--- config.mk ---
export PLATFORM = sky130hd
export DESIGN_NAME = muldiv_unit
export DESIGN_NICKNAME = d
export VERILOG_FILES = /design/src/rtl/muldiv_unit.sv
export SDC_FILE = /design/constraint.sdc
export NUM_CORES = 1
export LEC_CHECK = 0
export ABC_CLOCK_PERIOD_IN_PS = 6770
export CORE_AREA = 3 3 244 246
export CTS_CLUSTER_SIZE = 40
export DETAILED_ROUTE_END_ITERATION = 10
export DIE_AREA = 0 0 247 249
export PLACE_DENSITY = 0.37
export SYNTH_ARGS = -nofsm -noshare
export SYNTH_HDL_FRONTEND = slang
export SYNTH_SLANG_ARGS = --single-unit
export TNS_END_PERCENT = 100
--- constraint.sdc ---
create_clock -name clk -period 6.77 [get_ports clk]
set_input_delay 1.354 -clock clk [delete_from_list [all_inputs] [get_ports clk]]
set_output_delay 1.354 -clock clk [all_outputs]
set_load 0.01 [all_outputs]
--- src/rtl/muldiv_unit.sv ---
// rtl/muldiv_unit.sv - iterative RV32M multiply/divide unit with valid/ready handshake
module muldiv_unit #(
    parameter int XLEN = 32
) (
    input  logic            clk,
    input  logic            srst,
    input  logic            flush,
    input  logic            req_valid,
    output logic            req_ready,
    input  logic [2:0]      op_ctrl,
    input  logic [XLEN-1:0] op1,
    input  logic [XLEN-1:0] op2,
    output logic            resp_valid,
    input  logic            resp_ready,
    output logic [XLEN-1:0] result,
    output logic            busy
);

    localparam int CW = $clog2(XLEN);

    typedef enum logic [1:0] {IDLE, CALC, FIX, DONE} state_t;

    state_t          state;
    logic [CW-1:0]   count;
    logic [2:0]      op;
    logic [XLEN-1:0] hi, lo, mag2;
    logic            sgn1, sgn2, dbz;

    // Operand decode in the acceptance cycle
    logic            a_signed1, a_signed2, a_s1, a_s2, a_dbz;
    logic [XLEN-1:0] a_mag1, a_mag2;

    always_comb begin
        a_signed1 = (op_ctrl != 3'b011) && (op_ctrl != 3'b101) && (op_ctrl != 3'b111);
        a_signed2 = (op_ctrl == 3'b000) || (op_ctrl == 3'b001) ||
                    (op_ctrl == 3'b100) || (op_ctrl == 3'b110);
        a_s1      = a_signed1 && op1[XLEN-1];
        a_s2      = a_signed2 && op2[XLEN-1];
        a_mag1    = a_s1 ? -op1 : op1;
        a_mag2    = a_s2 ? -op2 : op2;
        a_dbz     = op_ctrl[2] && (op2 == '0);
    end

    // One radix-2 step: hi:lo is the product accumulator or remainder:quotient
    logic [XLEN:0]     mul_sum, div_shift, div_diff;
    logic [XLEN-1:0]   step_hi, step_lo;
    logic [2*XLEN-1:0] prod, prod_fix;
    logic [XLEN-1:0]   fix_result;

    always_comb begin
        mul_sum   = {1'b0, hi} + (lo[0] ? {1'b0, mag2} : '0);
        div_shift = {hi, lo[XLEN-1]};
        div_diff  = div_shift - {1'b0, mag2};
        if (op[2]) begin
            if (!div_diff[XLEN]) begin
                step_hi = div_diff[XLEN-1:0];
                step_lo = {lo[XLEN-2:0], 1'b1};
            end else begin
                step_hi = div_shift[XLEN-1:0];
                step_lo = {lo[XLEN-2:0], 1'b0};
            end
        end else begin
            step_hi = mul_sum[XLEN:1];
            step_lo = {mul_sum[0], lo[XLEN-1:1]};
        end

        prod     = {hi, lo};
        prod_fix = (sgn1 ^ sgn2) ? -prod : prod;
        case (op)
            3'b000:         fix_result = prod_fix[XLEN-1:0];
            3'b100, 3'b101: fix_result = (sgn1 ^ sgn2) ? -lo : lo;
            3'b110, 3'b111: fix_result = sgn1 ? -hi : hi;
            default:        fix_result = prod_fix[2*XLEN-1:XLEN];
        endcase
        if (dbz) fix_result = lo;
    end

    always_ff @(posedge clk) begin
        if (srst) begin
            state      <= IDLE;
            count      <= '0;
            op         <= '0;
            hi         <= '0;
            lo         <= '0;
            mag2       <= '0;
            sgn1       <= 1'b0;
            sgn2       <= 1'b0;
            dbz        <= 1'b0;
            req_ready  <= 1'b1;
            resp_valid <= 1'b0;
            busy       <= 1'b0;
            result     <= '0;
        end else if (flush) begin
            state      <= IDLE;
            count      <= '0;
            req_ready  <= 1'b1;
            resp_valid <= 1'b0;
            busy       <= 1'b0;
        end else begin
            case (state)
                IDLE: if (req_valid && req_ready) begin
                    op        <= op_ctrl;
                    sgn1      <= a_s1;
                    sgn2      <= a_s2;
                    mag2      <= a_mag2;
                    hi        <= '0;
                    count     <= '0;
                    dbz       <= a_dbz;
                    req_ready <= 1'b0;
                    busy      <= 1'b1;
                    // Divide by zero skips the iteration and resolves in FIX
                    if (a_dbz) begin
                        lo    <= op_ctrl[1] ? op1 : '1;
                        state <= FIX;
                    end else begin
                        lo    <= a_mag1;
                        state <= CALC;
                    end
                end
                CALC: begin
                    hi    <= step_hi;
                    lo    <= step_lo;
                    count <= count + 1'b1;
                    if (count == CW'(XLEN - 1)) state <= FIX;
                end
                FIX: begin
                    result     <= fix_result;
                    resp_valid <= 1'b1;
                    state      <= DONE;
                end
                DONE: if (resp_ready) begin
                    resp_valid <= 1'b0;
                    req_ready  <= 1'b1;
                    busy       <= 1'b0;
                    state      <= IDLE;
                end
                default: state <= IDLE;
            endcase
        end
    end

endmodule

After elaboration in Yosys (flattened, before gate mapping)
Cells that the tools add are included.
Cells by class
  multiplexer cells: 32
  bitwise logic cells: 2
  reductions and logical operators: 26
  $add $sub $neg: 8
  equal/unequal tests: 17
Operators with widths (number)
  $mux 32: 13
  $neg 32->32: 4
  $pmux 32 s2: 2
  $pmux 32 s3: 1
  $mux 64: 1
  $neg 64->64: 1
  $add 32x32->33: 1
  $sub 33x32->33: 1
  $logic_not 32->1: 1
  $eq 3x3->1 const B: 6
  $reduce_and 3->1: 4
  $pmux 5 s2: 1
  $mux 2: 4
  $pmux 2 s4: 1
  $logic_and 1x1->1: 6
  $logic_not 3->1: 2
  $ne 2x2->1 const B: 3
  $ne 3x3->1 const B: 2
  $pmux 1 s2: 3
  $reduce_and 2->1: 3
  $reduce_bool 2->1: 3
  $reduce_or 2->1: 3
  $add 5x1->5 const B: 1
  $eq 5x5->1 const B: 1
  other kinds (10): 17
Word-level totals
  logic and storage cells: 98
  register bits: 144
  output and inout bits: 35

Depth between registers and ports, before layout
Gate-level depths: netlist of run 1.
  word-level depth: 8
  depth in mapped cells: 15
  gate-level depth less buffers: 13

Worst setup path after synthesis of run 1
Ideal clock, no wire load.
  path type: input to register
  from: input op1[8]
  to: register lo[14]
  arrival time: 3451 ps
  slack: 3187 ps
  path buffers: 1
  stages: 9
  cells stage by stage: or3_1 or4_1 or2_2 clkbuf_1 or3_1 a211oi_1 a311oi_1 nor3_1 nor3_1
On the way
  cells in the longest elaborated chain, start to end: 5
RTL lines
  from (decl): RTL line 11  | input logic [XLEN-1:0] op1,
  $neg 32->32: RTL line 39  | a_mag1 = a_s1 ? -op1 : op1;
  $mux 32: RTL line 39
  $mux 32: RTL line 112  | if (a_dbz) begin
  $mux 32: RTL line 101  | IDLE: if (req_valid && req_ready) begin
  $pmux 32 s2: RTL line 100  | case (state)
  to (signal assigned): RTL line 113  | lo <= op_ctrl[1] ? op1 : '1;
  to (signal assigned): RTL line 116  | lo <= a_mag1;
  to (signal assigned): RTL line 122  | lo <= step_lo;
  to (decl): RTL line 26  | logic [XLEN-1:0] hi, lo, mag2;
Every way passes these cells. The select of a mux whose other input is x is not followed.
A chain may end at the register's enable or synchronous reset.

Worst setup path in the final report of run 1
  from: register lo[31]
  to: register hi[3]
On the way
  cells in the longest elaborated chain, start to end: 4
RTL lines
  $sub 33x32->33: RTL line 53  | div_diff = div_shift - {1'b0, mag2};
  $mux 32: RTL line 55  | if (!div_diff[XLEN]) begin
  $mux 32: RTL line 54  | if (op[2]) begin
  $pmux 32 s2: RTL line 100
  to (signal assigned): RTL line 121  | hi <= step_hi;
  to (decl): RTL line 26
Every way passes these cells.

==> summary.md, run 1 <==
| Metric | Value |
|---|---|
| Initial antenna violation count | 1 |
| Layout net count | 2193 |
| Port-buffer cells | ~110 |
| Post-synth ARST share | 0% |
| Avg Vias per Cell | approximately 5.4 |
| Ports | approximately 110 |
| Adder-cell share of the synthesized area | 6.72% |
| Fin cells | 2824 |
| Post-CTS Hold Fix Bufs | 0 |
| TritonCTS clock tree | done |
| CP Capture Type | register |
| Syn. warnings | 0 |
| Iter 0 DRT Violations | approximately 1.3k |
| Clk buf depth | 2 |
| Worst Max-Slew Pin Slew | between 1 and 1.5 ns |
| GP Congestion | 0.854 |
| Total negative slack | 0 ns |
| CTS Root Cell | clkbuf_16 |
| Main combinational cell family by area after synthesis | compound AO/OA/AOI/OAI gates |
| Class of the worst hold path | register to register |
| Leakage | roughly 6 nW |
| Row cnt | 88 |
| CTS buffer count | 17 |
| Placed cells | between 2k and 3k |
| Vias post-DR | about 15k |
| Mux cell area share after synthesis | around 3.7% |
| Wire per inst | 21.8 um |
| Cts repair resizes | 0 |
| CP Launch Point | lo[31]$_SDFFE_PP0P_ |
| CP cell instances | inv_1 -> ha_1 -> fa_1 -> and2b_1 -> o31ai_1 -> a31o_2 -> o21ai_1 -> a2111oi_0 -> or4b_2 -> buf_4 -> nor4_1 -> a311oi_1 -> nor3_1 |
| Filler instances | 6264 |
| Crit Path Max Fanout | 36 |
| Buffers & Inverters on Critical Path | 2 |
| Die width | 247 um |
| Post-synthesis cell type count | 91 |
| Ys flop type | dfxtp_1 |
| Layout cell share with drive strength beyond 1 | ~6.1% |
| HP Start | result[16]$_SDFFE_PP0P_ |
| Initial Util | 25.0% |
| Post-synthesis cell count | around 2k |
| Clock-pin slew on the worst setup and hold paths | about 0.060 ns |
| Worst EP arrival | 4.97 ns |
| Power Dens Cells | 173 mW/mm2 |
| Clock latency on the worst-skew pair | 0.49 ns |
| DRT antenna net count | 0 |
| Post-Synth XOR/XNOR Area | 7.98% |
| Hpwl dp | 47300 um |
| FF-to-FF Start | lo[31]$_SDFFE_PP0P_ |
| Number of synthesized flops with an enable pin | 0 |
| Routed WL | approximately 60000 um |
| Vias in the first global route | 14.9k |
| Synth-to-Final Area Change | 16.3% |
| Max H-tree Level | 4 |
| Mapped Nets | 2187 |
| First-pass GRT wire length | roughly 94000 um |
| Synth Area in Simple Gates | 24.2% |
| Slowest CP cell | or4b_2 |
| Final worst path period share | around two thirds |
| Slew margin rel. | approximately a quarter |
| Register bit total from synthesis | 144 |
| Maximum VDD drop | 0.132 mV |
| Mapped Avg Cell Area | about 7.1 um2 |
| Status | finished, final reports clean |
| Post-CTS Setup Inserts | 0 |
| Total GRT Usage | 19.8% |
| Final Hold Vio Count | 0 |
| CP startpoint kind | register |
| Achievable Freq | roughly 220 MHz |
| CTS sink count | 144 |
| Largest net degree at the start of global routing | between 60 and 70 |
| Seq/Total Area, Yosys | 20.1% |
| Delay-heaviest family, CP | simple AND/OR/NAND/NOR gates |
| Congestion Overflow GR | 0 |
| Final Power | between 2 and 3 mW |
| # DRC | 0 |
| Compound-Gate Fraction of Synth Area | ~31% |
| Critical Path RT | 7.18 ns |
| Crit path largest cell delay | around 1.1 ns |
| Number of max-cap violations | 0 |
| Die Area | 0.0615 mm2 |
| Cell area after synthesis | 0.0144 mm2 |
| Final min period | 4.56 ns |
| Drt pass-1 iters | 7 |
| Worst clock skew | 0.0245 ns |
| Final setup viols | 0 |
| RSZ-0062 raised after global routing | no |
| Max-slew violations | 0 |
| CP Class | register to register |
| CORE AREA | 0.0576 mm2 |
| Die height | 249 um |
## where the power goes
| part | switching [mW] | internal, mW | total (mW) |
|---|---|---|---|
| combinational | 0.509 | 0.304 | 0.813 |
| sequential | 0.0725 | 0.893 | 0.965 |
| clock | 0.429 | 0.691 | 1.12 |
| total | 1.01 | 1.89 | 2.90 |
## logic make-up (layout without fill, tap and decap cells)
kind of cell | Yosys count | count (layout)
AOI/OAI and AO/OA | 692 | 692
xor gates and xnor gates | 131 | 131
adders and majority gates | 76 | 76
buffers and inverters | 230 | 249
DFF | 144 | 144
muxes | 51 | 51
other | 0 | 1
and+or+nand+nor | 715 | 715
## tightest hold or removal path: stages, from the launching register on
cell and delay, ns:
dfxtp_1 0.31, nand2_1 0.05, a21oi_1 0.05
## layout by cell type, fill, tap and decap left out, drive strengths merged, types with 36 or more instances in the layout
cell type      instances
ha                    74
nor2                 256
a21oi                202
xor2                  62
nand3                 36
xnor2                 69
clkdlybuf4s50        105
inv                   75
nor3                  77
buf                   39
o21ai                153
mux2i                 38
nand2                165
dfxtp                144
a211oi                78
## synth_stat cells, drive strengths merged (6+ instances only)
library cell	instances	area [um2]
clkbuf	123	462
mux2	13	150
o211ai	22	165
a211oi	78	586
or2	10	65.1
nor2b	14	87.6
and3	11	73.8
mux2i	38	380
a221oi	8	70.1
o21a	15	113
a31oi	21	131
nand3b	11	82.6
nor4	21	153
xor2	62	543
o21ai	153	766
a21oi	202	1010
inv	73	274
nor2	256	961
o31ai	31	246
xnor2	69	604
or3	31	199
nand2b	14	87.6
a311oi	12	105
o221ai	17	149
o21bai	8	60.1
nand3	36	180
buf	34	206
dfxtp	144	2880
a211o	7	61.3
and2	9	56.3
or4	21	176
a22oi	19	143
nand4	14	93.8
nor3	77	405
a21o	26	195
a32oi	6	52.6
nand2	165	622
o22ai	14	87.6
ha	74	926
## final cells by class
class                   instances  area [um2]  share of cell area (%)
repair buffers                144        1340                    8.04
inverters                      73         274                    1.64
flip-flops and latches        144        2880                    17.2
multi-input cells            1665       10600                    63.4
clock buffers                  19         433                    2.59
diodes                          1        2.50                  0.0150
well taps                     765         957                    5.72
clock inverters                13         233                    1.39
## routing by layer
metal	part of all wire, %	vias to the layer above	global-route usage, %
met2	43	417	29.3
li1	-	7516	-
met5	0	-	0
met4	2.5	0	6.49
met1	50	7268	28.9
met3	4.9	68	3.37
## state kept, by name (all words and copies together), names as in the netlist
register    cells
hi             32
lo             32
mag2           32
result         32
count           5
op              3
state           2
busy            1
dbz             1
req_ready       1
resp_valid      1
sgn1            1
sgn2            1
## metrics by stage
step	hold slack, ns	worst slack, ns	area (um2)	utilization, %
2_1_floorplan	0.432	3.19	14400	-
3_3_place_gp	0.447	2.06	16100	27.9
3_5_place_dp	0.451	1.98	16100	27.9
4_1_cts	0.460	2.25	16700	29.0
5_1_grt	0.477	1.96	16700	29.0
6_report	0.455	2.21	16700	29.0
## path summary, 6_finish.rpt
path | end | slack, ns | cells past startpoint
max | hi[3]$_SDFFE_PP0P_ | 2.21 | 13
min | result[16]$_SDFFE_PP0P_ | 0.45 | 2
max reg2reg | hi[3]$_SDFFE_PP0P_ | 2.21 | 13
min reg2reg | result[16]$_SDFFE_PP0P_ | 0.45 | 2
Note: power is estimated with default switching activity, not from simulation.
==> run 2: changes to the inputs <==
--- a/config.mk
+++ b/config.mk
@@ -5,12 +5,12 @@
 export SDC_FILE = /design/constraint.sdc
 export NUM_CORES = 1
 export LEC_CHECK = 0
-export ABC_CLOCK_PERIOD_IN_PS = 6770
+export ABC_CLOCK_PERIOD_IN_PS = 3800
 export CORE_AREA = 3 3 244 246
 export CTS_CLUSTER_SIZE = 40
 export DETAILED_ROUTE_END_ITERATION = 10
 export DIE_AREA = 0 0 247 249
-export PLACE_DENSITY = 0.37
+export PLACE_DENSITY = 0.39
 export SYNTH_ARGS = -nofsm -noshare
 export SYNTH_HDL_FRONTEND = slang
 export SYNTH_SLANG_ARGS = --single-unit
==> constraint.sdc (replaced) <==
create_clock -name clk -period 3.8 [get_ports clk]
set_input_delay 0.76 -clock clk [delete_from_list [all_inputs] [get_ports clk]]
set_output_delay 0.76 -clock clk [all_outputs]
set_load 0.01 [all_outputs]
==> run 2 against run 1 <==
  * Via count increased by 4.2%
  * Final area up 6.4%
  * Maximum frequency rose by 27%
==> summary.md, run 2 (same netlist as run 1, synthesis figures left out) <==
| Metric | Value |
|---|---|
| Status | finished, final reports clean |
| Max-slew violations | 0 |
| Wire per inst | about 22 um |
| CTS buffer count | 17 |
| Port-buffer cells | 106 |
| GP Congestion | between 0.8 and 0.9 |
| RSZ-0062 raised after global routing | no |
| Layout cell share with drive strength beyond 1 | around an eighth |
| Die height | 249 um |
| Area post-placement | 0.0172 mm2 |
| TritonCTS clock tree | done |
| Congestion Overflow GR | 0 |
| Total GRT Usage | 20.6% |
| Commonest non-fill, non-tap cell in the layout | nor2_1 |
| CORE AREA | around 0.058 mm2 |
| Total negative slack | 0 ns |
| Avg Vias per Cell | 5.36 |
| Fin cells | 2967 |
| Max H-tree Level | 4 |
| Final worst path period share | 94.4% |
| Die Area | 0.0615 mm2 |
| Slowest CP cell | a211oi_1 |
| Final core utilization | 30.9% |
| Class of the worst hold path | register to register |
| Hpwl dp | 50300 um |
| Ports | around 110 |
| Leakage | 6.80 nW |
| Slew margin rel. | 37.7% |
| Filler instances | 6306 |
| ANT cells | 0 |
| Power Dens Cells | 283 mW/mm2 |
| Largest net degree at the start of global routing | 111 |
| Commonest cells after routing, fill and taps aside | 252 x nor2_1, 201 x a21oi_1, 176 x buf_4 |
| Clock-pin slew on the worst setup and hold paths | around 0.07 ns |
| Worst Max-Slew Pin Slew | 0.934 ns |
| CP Capture Type | register |
| Initial Util | 25.0% |
| CP startpoint kind | register |
| Drt pass-1 iters | 5 |
| CTS sink count | 144 |
| Vias post-DR | 15.9k |
| Layout net count | 2337 |
| Final std cell area, no fill | roughly 0.018 mm2 |
| Maximum VDD drop | 0.298 mV |
| Crit Path Max Fanout | 8 |
| Final setup viols | 0 |
| CP cell instances | buf_4 -> and2_1 -> ha_1 -> inv_1 -> fa_1 -> nand2b_1 -> a21oi_2 -> o211ai_1 -> a211oi_1 -> o31ai_1 -> nand3b_1 -> a32o_1 -> a31oi_1 -> o21ai_0 |
| Clk buf depth | 2 |
| Routed WL | 63900 um |
| Die width | approximately 250 um |
| Clock latency on the worst-skew pair | 0.49 ns |
| Post-CTS Hold Fix Bufs | 0 |
| Initial antenna violation count | 3 |
| Placed cells | around 2.9k |
| Worst clock skew | between 0.01 and 0.015 ns |
| Worst EP arrival | 3.95 ns |
| Number of max-cap violations | 0 |
| First-pass GRT wire length | 96600 um |
| Synth-to-Final Area Change | 23.8% |
| CTS Root Cell | clkbuf_16 |
| Crit path largest cell delay | 0.43 ns |
| Critical Path RT | 4.16 ns |
| Row cnt | a little under 90 |
| CP Class | register to register |
| Iter 0 DRT Violations | ~1.5k |
| Final min period | between 3 and 4 ns |
| Final Hold Vio Count | 0 |
| # DRC | 0 |
| Achievable Freq | 279 MHz |
| Vias in the first global route | around 16k |
| DRT antenna net count | 0 |
-- run 2: path summary, 6_finish.rpt --
kind	endpoint	cells past startpoint	slack (ns)	start
worst max-delay path	hi[27]$_SDFFE_PP0P_	14	0.21	lo[0]$_SDFFE_PP0P_
worst min-delay path	result[1]$_SDFFE_PP0P_	2	0.45	result[1]$_SDFFE_PP0P_
worst max register to register	hi[27]$_SDFFE_PP0P_	14	0.21	lo[0]$_SDFFE_PP0P_
worst min register to register	result[1]$_SDFFE_PP0P_	2	0.45	result[1]$_SDFFE_PP0P_
-- run 2: cell type report --
class                      count  area, um2  share of cell area [%]
multi-input combinational   1665      10600                    59.6
tap                          765        957                    5.38
clock inverter                12        110                   0.619
sequential                   144       2880                    16.2
clock buffer                  20        447                    2.51
timing repair buffer         288       2510                    14.1
inverter                      73        274                    1.54
-- run 2: worst max-delay path, delay by kind of cell, from the launching register on --
family	cells	cell delay [ns]
simple gates	3	0.54
buf+inv	2	0.23
flops	1	0.33
fa+ha+maj	2	0.59
compound gates	7	1.76
-- run 2: metal layers --
metal / vias to the layer above / routed length (um) / GRT usage, %
li1: 7801 / - / -
met1: 7555 / 31400 / 30.2
met2: 483 / 26800 / 30.0
met3: 68 / 3990 / 3.51
met4: 0 / 1700 / 7.15
met5: - / 0 / 0
-- run 2: stage by stage --
step	setup slack, ns	power [mW]	hold WS, ns
final	0.213	5.03	0.454
after global routing	0.00847	5.30	0.476
after CTS	0.122	5.08	0.458
after detailed placement	-0.0354	3.34	0.449
after global placement	0.00430	3.35	0.440
after floorplan	0.346	2.65	0.432
-- run 2: what timing repair did --
item                                    in CTS  in global routing
endpoints found under the setup margin       0                 19
resized for setup                            0                  5
setup buffers                                0                  0
-- run 2: where the power goes --
part / leakage, nW / internal (mW) / switching, mW / total, mW
clock network: 0.263 / 0.917 / 0.783 / 1.70
registers: 1.17 / 1.59 / 0.0660 / 1.66
logic: 5.37 / 0.646 / 1.03 / 1.68
